$ cat src/rtl/conv_pkg.sv
// Shared constants and FSM state type for the conv datapath window sequencer.
package conv_pkg;

  localparam int PIX_W = 8;
  localparam int COLS  = 12;
  localparam int SEL_W = 4;
  localparam int ROW_W = 8;

  typedef enum logic [1:0] {
    S_IDLE  = 2'd0,
    S_FETCH = 2'd1,
    S_SCAN  = 2'd2,
    S_FIN   = 2'd3
  } state_t;

endpackage

$ cat src/rtl/win_scan_ctrl.sv
// Window scan sequencer: requests three source lines per row, then steps the
// window select across all columns under a valid/ready handshake to the MAC.
module win_scan_ctrl
  import conv_pkg::*;
(
  input  logic             HCLK,
  input  logic             HRESETn,
  input  logic             start,
  input  logic             abort,
  input  logic [ROW_W-1:0] rows,
  output logic             busy,
  output logic             done,
  output logic             line_req,
  output logic [ROW_W-1:0] line_row,
  input  logic             line_ack,
  output logic [SEL_W-1:0] win_sel,
  output logic             win_zero,
  output logic             win_valid,
  input  logic             win_ready,
  output logic [ROW_W-1:0] win_row,
  output logic             win_last
);

  localparam logic [SEL_W-1:0] SEL_MAX = SEL_W'(COLS - 1);

  state_t           state_r, state_s;
  logic [ROW_W-1:0] row_r, row_s;
  logic [ROW_W-1:0] rows_r, rows_s;
  logic             busy_s, done_s, line_req_s, win_zero_s, win_valid_s, win_last_s;
  logic [ROW_W-1:0] line_row_s, win_row_s;
  logic [SEL_W-1:0] win_sel_s, sel_inc_s;
  logic             last_row_s;

  assign last_row_s = (row_r == (rows_r - {{(ROW_W-1){1'b0}}, 1'b1}));
  assign sel_inc_s  = win_sel + {{(SEL_W-1){1'b0}}, 1'b1};

  // Next-state and next-output logic; abort overrides everything.
  always_comb begin
    state_s     = state_r;
    row_s       = row_r;
    rows_s      = rows_r;
    busy_s      = busy;
    done_s      = 1'b0;
    line_req_s  = line_req;
    line_row_s  = line_row;
    win_sel_s   = win_sel;
    win_zero_s  = win_zero;
    win_valid_s = win_valid;
    win_row_s   = win_row;
    win_last_s  = win_last;
    if (abort) begin
      state_s     = S_IDLE;
      row_s       = {ROW_W{1'b0}};
      rows_s      = {ROW_W{1'b0}};
      busy_s      = 1'b0;
      line_req_s  = 1'b0;
      line_row_s  = {ROW_W{1'b0}};
      win_sel_s   = {SEL_W{1'b0}};
      win_zero_s  = 1'b0;
      win_valid_s = 1'b0;
      win_row_s   = {ROW_W{1'b0}};
      win_last_s  = 1'b0;
    end else begin
      case (state_r)
        S_IDLE: begin
          if (start && (rows != {ROW_W{1'b0}})) begin
            state_s    = S_FETCH;
            rows_s     = rows;
            row_s      = {ROW_W{1'b0}};
            busy_s     = 1'b1;
            line_req_s = 1'b1;
            line_row_s = {ROW_W{1'b0}};
          end else if (start) begin
            state_s = S_FIN;
            done_s  = 1'b1;
            busy_s  = 1'b0;
          end else begin
            state_s = S_IDLE;
          end
        end
        S_FETCH: begin
          if (line_ack) begin
            state_s     = S_SCAN;
            line_req_s  = 1'b0;
            win_sel_s   = {SEL_W{1'b0}};
            win_valid_s = 1'b1;
            win_row_s   = row_r;
            win_zero_s  = last_row_s;
            win_last_s  = last_row_s && (SEL_MAX == {SEL_W{1'b0}});
          end else begin
            state_s = S_FETCH;
          end
        end
        S_SCAN: begin
          if (win_valid && win_ready && (win_sel != SEL_MAX)) begin
            win_sel_s  = sel_inc_s;
            win_last_s = last_row_s && (sel_inc_s == SEL_MAX);
          end else if (win_valid && win_ready) begin
            // Row finished: either fetch the next three lines or close the frame.
            win_valid_s = 1'b0;
            win_last_s  = 1'b0;
            win_zero_s  = 1'b0;
            if (last_row_s) begin
              state_s = S_FIN;
              done_s  = 1'b1;
              busy_s  = 1'b0;
            end else begin
              state_s    = S_FETCH;
              row_s      = row_r + {{(ROW_W-1){1'b0}}, 1'b1};
              line_req_s = 1'b1;
              line_row_s = row_r + {{(ROW_W-1){1'b0}}, 1'b1};
            end
          end else begin
            state_s = S_SCAN;
          end
        end
        S_FIN: begin
          state_s = S_IDLE;
          busy_s  = 1'b0;
        end
        default: begin
          state_s     = S_IDLE;
          busy_s      = 1'b0;
          line_req_s  = 1'b0;
          win_valid_s = 1'b0;
          win_last_s  = 1'b0;
          win_zero_s  = 1'b0;
        end
      endcase
    end
  end

  // FSM state and frame counters.
  always_ff @(posedge HCLK or negedge HRESETn) begin
    if (!HRESETn) begin
      state_r <= S_IDLE;
      row_r   <= {ROW_W{1'b0}};
      rows_r  <= {ROW_W{1'b0}};
    end else begin
      state_r <= state_s;
      row_r   <= row_s;
      rows_r  <= rows_s;
    end
  end

  // Registered outputs.
  always_ff @(posedge HCLK or negedge HRESETn) begin
    if (!HRESETn) begin
      busy      <= 1'b0;
      done      <= 1'b0;
      line_req  <= 1'b0;
      line_row  <= {ROW_W{1'b0}};
      win_sel   <= {SEL_W{1'b0}};
      win_zero  <= 1'b0;
      win_valid <= 1'b0;
      win_row   <= {ROW_W{1'b0}};
      win_last  <= 1'b0;
    end else begin
      busy      <= busy_s;
      done      <= done_s;
      line_req  <= line_req_s;
      line_row  <= line_row_s;
      win_sel   <= win_sel_s;
      win_zero  <= win_zero_s;
      win_valid <= win_valid_s;
      win_row   <= win_row_s;
      win_last  <= win_last_s;
    end
  end

endmodule

$ cat config.mk
export PLATFORM = sky130hd
export DESIGN_NAME = win_scan_ctrl
export DESIGN_NICKNAME = d
export VERILOG_FILES = /design/src/rtl/conv_pkg.sv /design/src/rtl/win_scan_ctrl.sv
export SDC_FILE = /design/constraint.sdc
export NUM_CORES = 1
export LEC_CHECK = 0
export BUFFER_PORTS_ARGS = -buffer_cell sky130_fd_sc_hd__buf_4
export CORE_ASPECT_RATIO = 1.2
export CORE_MARGIN = 2
export CORE_UTILIZATION = 57
export CTS_BUF_LIST = sky130_fd_sc_hd__clkbuf_4 sky130_fd_sc_hd__clkbuf_8
export CTS_CLUSTER_SIZE = 28
export DETAILED_ROUTE_END_ITERATION = 10
export PLACE_DENSITY = 0.9
export SLEW_MARGIN = 10
export SYNTH_ARGS = -nofsm -noshare
export SYNTH_HDL_FRONTEND = slang
export SYNTH_SLANG_ARGS = --single-unit
$ cat constraint.sdc
create_clock -name HCLK -period 2.9 [get_ports HCLK]
set_clock_uncertainty 0.1 [all_clocks]
set_input_delay 0.29 -clock HCLK [delete_from_list [all_inputs] [get_ports HCLK]]
set_output_delay 0.29 -clock HCLK [all_outputs]
set_load 0.02 [all_outputs]
### After elaboration in Yosys (flattened, before gate mapping)

Cells that the tools add are included.

| storage, ports and cells | value |
|---|---|
| register bits after elaboration | 36 |
| latch bits | 0 |
| bits in writable memories | 0 |
| memory bits (read-only) | 0 |
| bits of input ports | 14 |
| output and inout port bits | 26 |
| logic and storage cells | 107 |
| memories kept | 0 |

| operators by class | value |
|---|---|
| $add $sub $neg | 3 |
| multiply operators | 0 |
| div/mod/pow operators | 0 |
| magnitude comparators | 0 |
| equal/unequal tests | 15 |
| shift-type cells | 0 |
| mux-type cells | 56 |
| bitwise operators | 0 |
| reduce and logical (&&, ||, !) cells | 22 |

Operators with widths:

| kind | count |
|---|---|
| two-way mux 8 bit | 11 |
| two-way mux 1 bit | 26 |
| inequality test 3 bit, second input constant | 7 |
| case mux 8 bit (2 select lines) | 1 |
| two-way mux 2 bit | 7 |
| two-way mux 4 bit | 3 |
| inequality test 4 bit, second input constant | 3 |
| AND reduction 5 bit | 2 |
| adder 8 x 1 -> 8 bit, second input constant | 1 |
| equality test 8 bit | 1 |
| case mux 1 bit (2 select lines) | 4 |
| case mux 2 bit (4 select lines) | 1 |
| case mux 4 bit (2 select lines) | 1 |
| nonzero test 2 bit | 4 |
| nonzero test 4 bit | 2 |
| nonzero test 8 bit | 1 |
| subtractor 8 x 1 -> 8 bit, second input constant | 1 |
| case mux 1 bit (3 select lines) | 2 |
| AND reduction 3 bit | 2 |
| AND reduction 6 bit | 1 |
| nonzero test 3 bit | 2 |
| adder 4 x 1 -> 4 bit, second input constant | 1 |
| equality test 2 bit, second input constant | 2 |
| equality test 4 bit, second input constant | 1 |
| other kinds (5) | 9 |

### Logic depth before layout (Yosys ltp)

| logic depth | value |
|---|---|
| depth in word-level cells | 7 |
| mapped depth | 9 |
| gate-level depth less buffers | 8 |

### Worst setup path before layout

OpenSTA, ideal clock, no wires.

| timing | value |
|---|---|
| path kind | register to register |
| from | register win_sel[0] |
| to | register line_row[7] |
| library setup time | 0.078 ns |
| arrival | 2.001 ns |
| required time | 2.722 ns |
| slack | 0.722 ns |
| cell stages (with the launch flop) | 7 |
| buffers on the path | 1 |
| clock period less this slack | 2.178 ns |
| path through | dfrtp_1 ha_1 nand3b_1 or3_1 clkbuf_1 or4_1 a21oi_1 |

| between the ends | value |
|---|---|
| cells in the longest elaborated chain, start to end | 4 |

Ends and longest elaborated chain:

| what | RTL line | text |
|---|---|---|
| start: declaration | win_scan_ctrl.sv:16 | `output logic [SEL_W-1:0] win_sel,` |
| start signal: assignment | win_scan_ctrl.sv:153 | `win_sel <= {SEL_W{1'b0}};` |
| start signal: assignment | win_scan_ctrl.sv:163 | `win_sel <= win_sel_s;` |
| inequality test 4 bit | win_scan_ctrl.sv:95 | `if (win_valid && win_ready && (win_sel != SEL_MAX)) begin` |
| logical AND 1 bit | win_scan_ctrl.sv:95 |  |
| inequality test 3 bit (no line) | - |  |
| AND reduction 5 bit (no line) | - |  |
| end signal: assignment | win_scan_ctrl.sv:152 | `line_row <= {ROW_W{1'b0}};` |
| end signal: assignment | win_scan_ctrl.sv:162 | `line_row <= line_row_s;` |
| end: declaration | win_scan_ctrl.sv:14 | `output logic [ROW_W-1:0] line_row,` |

Every way passes these cells.
A chain may end at the register's enable or synchronous reset.

### Worst setup path after layout

| timing | value |
|---|---|
| from | register rows_r[0] |
| to | register line_row[4] |

| between the ends | value |
|---|---|
| cells in the longest elaborated chain, start to end | 4 |

Ends and longest elaborated chain:

| what | RTL line | text |
|---|---|---|
| start: declaration | win_scan_ctrl.sv:28 | `logic [ROW_W-1:0] rows_r, rows_s;` |
| start signal: assignment | win_scan_ctrl.sv:138 | `rows_r <= {ROW_W{1'b0}};` |
| start signal: assignment | win_scan_ctrl.sv:142 | `rows_r <= rows_s;` |
| subtractor 8 x 1 -> 8 bit | win_scan_ctrl.sv:34 | `assign last_row_s = (row_r == (rows_r - {{(ROW_W-1){1'b0}}, 1'b1}));` |
| equality test 8 bit | win_scan_ctrl.sv:34 |  |
| inequality test 3 bit (no line) | - |  |
| AND reduction 5 bit (no line) | - |  |

Every way passes these cells.

==> impl_metrics.toml <==
[run_status]
status = "complete, no violations"

[timing]
fin_crit_sh_pct = 85.4
finalSetupViolations = 0
rsz0062_at_grt = "false"
min_period_ns = 2.48
slew_violations = 0
timing.fmax_mhz = 404
worst_slew_pin_slew_ns = 0.655
relSlewSlack_pct = 56.1
fin_tns_setup_ns = 0
hold_violations = 0

[grt]
grt_overflow = 0
grt_pass1_vias = 1606
antenna_found_initial = 0
grt_max_degree = 37
grt_use_total_pct = 24.9
grt_pass1_wl_um = 7430

[finish]
fin_util_pct = 70.9
synthToLayoutAreaGrowth_pct = 19.2
seq_area_um2 = 901
nets = 280
n_fill_cell = 283
layout_common_cells = "buf_4 (39), dfrtp_1 (36), nand2_1 (28)"
drive_gt1_share_pct = 19.5
final_common_cell = "buf_4"
antenna_cells = 0
layoutNonFillerInstCount = 299
multiInputGateArea_mm2 = 0.00102

[synthesis]
netlist_top_cells_area = "dfrtp_1 (45%), a21oi_1 (6.0%), nand2_1 (5.3%)"
syn-num-nets = 242
synth_cell_types = 39
yosysSeqAreaShare_pct = 45.4
syn_avg_cell_area_um2 = 8.86
synth_area_leader_cell = "dfrtp_1"
synth_seq_cells = 36
synth_warnings = 0
syn_inst = 224
yosys.area.top_type_share_pct = 45.4
syn_area_mm2 = 0.00199

[worst_setup_path]
timing.rr.start = "rows_r[0]"
critPathCapture = "line_row[4]"
endpoint_kind = "flip-flop"
critPathLaunchType = "flip-flop"
critical_path_class = "flip-flop to flip-flop"
regToRegSetupSlack_ns = 0.42
cp.required_ns = 3.00
crit_fanout = 14
reg2regPathDepth = 6
cp-startpoint = "rows_r[0]"
timing.rr.end = "line_row[4]"
crit_arrival_ns = 2.58

[placement]
port_buffers = 39
dp_hpwl_um = 3250
gp_congestion = 0.913
dpl.cell_count = 291

[route]
avgViaCountPerCell = 6.02
drc = 0
drtIter0Drc = 92
dr.pass1.iters = 4
avgRoutedWirePerCell_um = 15.2
vias = 1801
drt-total-wl_um = 4550
ant_nets = 0

[die]
ioPinCount = 40
die_y_um = 68.7
start_util_pct = 59.5
core_area_mm2 = 0.00334
rows = 23
dieArea_mm2 = 0.00397
die_w_um = 57.9

[min_path]
hold_path_class = "primary input to flip-flop"

[clocking]
cts_setup_buffers = 0
cts_made_buffers = 5
clockBufferDepth = 2
tritoncts = "done"
postCtsHoldBufs = 1
htreeDepth = 2
cts-root-buf = "clkbuf_8"
clock-sinks = 36
cts_resized = 0
clk_latency_ns = 0.29
clk_pin_slew_ns = 0.07

[power]
p_leak_nw = 1.06
irDropWorstVdd_mv = 0.349
fin_total_pwr_mw = 1.04
p_per_area_mw_per_mm2 = 438

[run]
max-cap-violations = 0
worst min-delay path by stage:
stage	start	end	slack [ns]	depth (start not counted)
6_report	rows[7]	rows_r[7]	0.16	3
3_5_place_dp	HRESETn	rows_r[2]	0.17	1
5_1_grt	rows[0]	rows_r[0]	0.18	3
3_3_place_gp	HRESETn	rows_r[2]	0.17	1
4_1_cts	rows[1]	rows_r[1]	0.16	3
2_1_floorplan	HRESETn	busy	-0.11	0
power breakdown:
part	internal, mW	switching (mW)	leakage, nW
combinational	0.0662	0.0894	0.525
sequential	0.516	0.0207	0.494
clock	0.172	0.171	0.0445
total	0.755	0.281	1.06
flip-flops by register name, indices dropped and copies added, names as in the netlist:
signal / flops
line_row: 8
rows_r: 8
win_row: 8
win_sel: 4
state_r: 2
busy: 1
done: 1
line_req: 1
win_last: 1
win_valid: 1
win_zero: 1
worst max-delay path, cell delays in order (launching register included):
cell     delay [ns]
dfrtp_1        0.42
nor4_1         0.43
a21oi_1        0.13
nor4b_1        0.45
and4_1         0.49
o21ai_0        0.17
a21oi_1        0.20
cells in the mapped netlist:
cell and n:
a32o_1 1, o21ai_1 2, dfrtp_1 36, and4_1 1, a21o_1 2, o21ba_2 1
nand2b_1 3, and3_1 3, or3_1 5, a2111oi_2 1, buf_6 2, or4b_1 1
inv_1 5, nand2_1 28, xnor2_1 8, nor4_1 3, nand3_1 7, buf_2 1
o21ai_2 2, a21oi_1 24, or4_1 4, ha_1 4, or4_4 1, o211a_1 1
nand3b_1 1, nor2_1 26, clkbuf_1 6, o31ai_1 3, nor2b_1 5, xor2_1 2
nor4b_1 1, or2_1 1, nand4_1 4, o21ai_0 13, and3b_1 1, nor3_1 5
and2_1 1, a31oi_1 3, mux2i_1 6
cell families after synthesis:
family | Yosys count | synth area share [%]
buf+inv | 14 | 3.47
mux | 6 | 3.02
fa+ha+maj | 4 | 2.52
flops | 36 | 45.4
compound gates | 53 | 15.8
xor+xnor | 10 | 4.41
simple gates | 101 | 25.4
stage by stage:
stage | hold WS (ns) | cell area [um^2] | setup slack (ns)
2_1_floorplan | -0.106 | 1990 | 0.722
3_3_place_gp | 0.168 | 2270 | 0.572
3_5_place_dp | 0.174 | 2270 | 0.534
4_1_cts | 0.160 | 2370 | 0.444
5_1_grt | 0.179 | 2370 | 0.149
6_report | 0.159 | 2370 | 0.422
area by class of cell:
cell class              instances  share of cell area (%)
multi-input cells             174                    42.9
flip-flops and latches         36                    38.1
repair buffers                 40                    12.8
clock buffers                   6                    3.23
well taps                      37                    1.96
inverters                       5                   0.793
clock inverters                 1                   0.212
per-layer routing:
metal / share of wire (%) / vias up / track usage [%]
met5: 0 / - / 0
met4: 2.6 / 0 / 11.9
met3: 4.6 / 12 / 4.48
met2: 51 / 55 / 44.0
met1: 42 / 855 / 29.3
li1: - / 879 / -
Note: power is estimated with default switching activity, not from simulation.
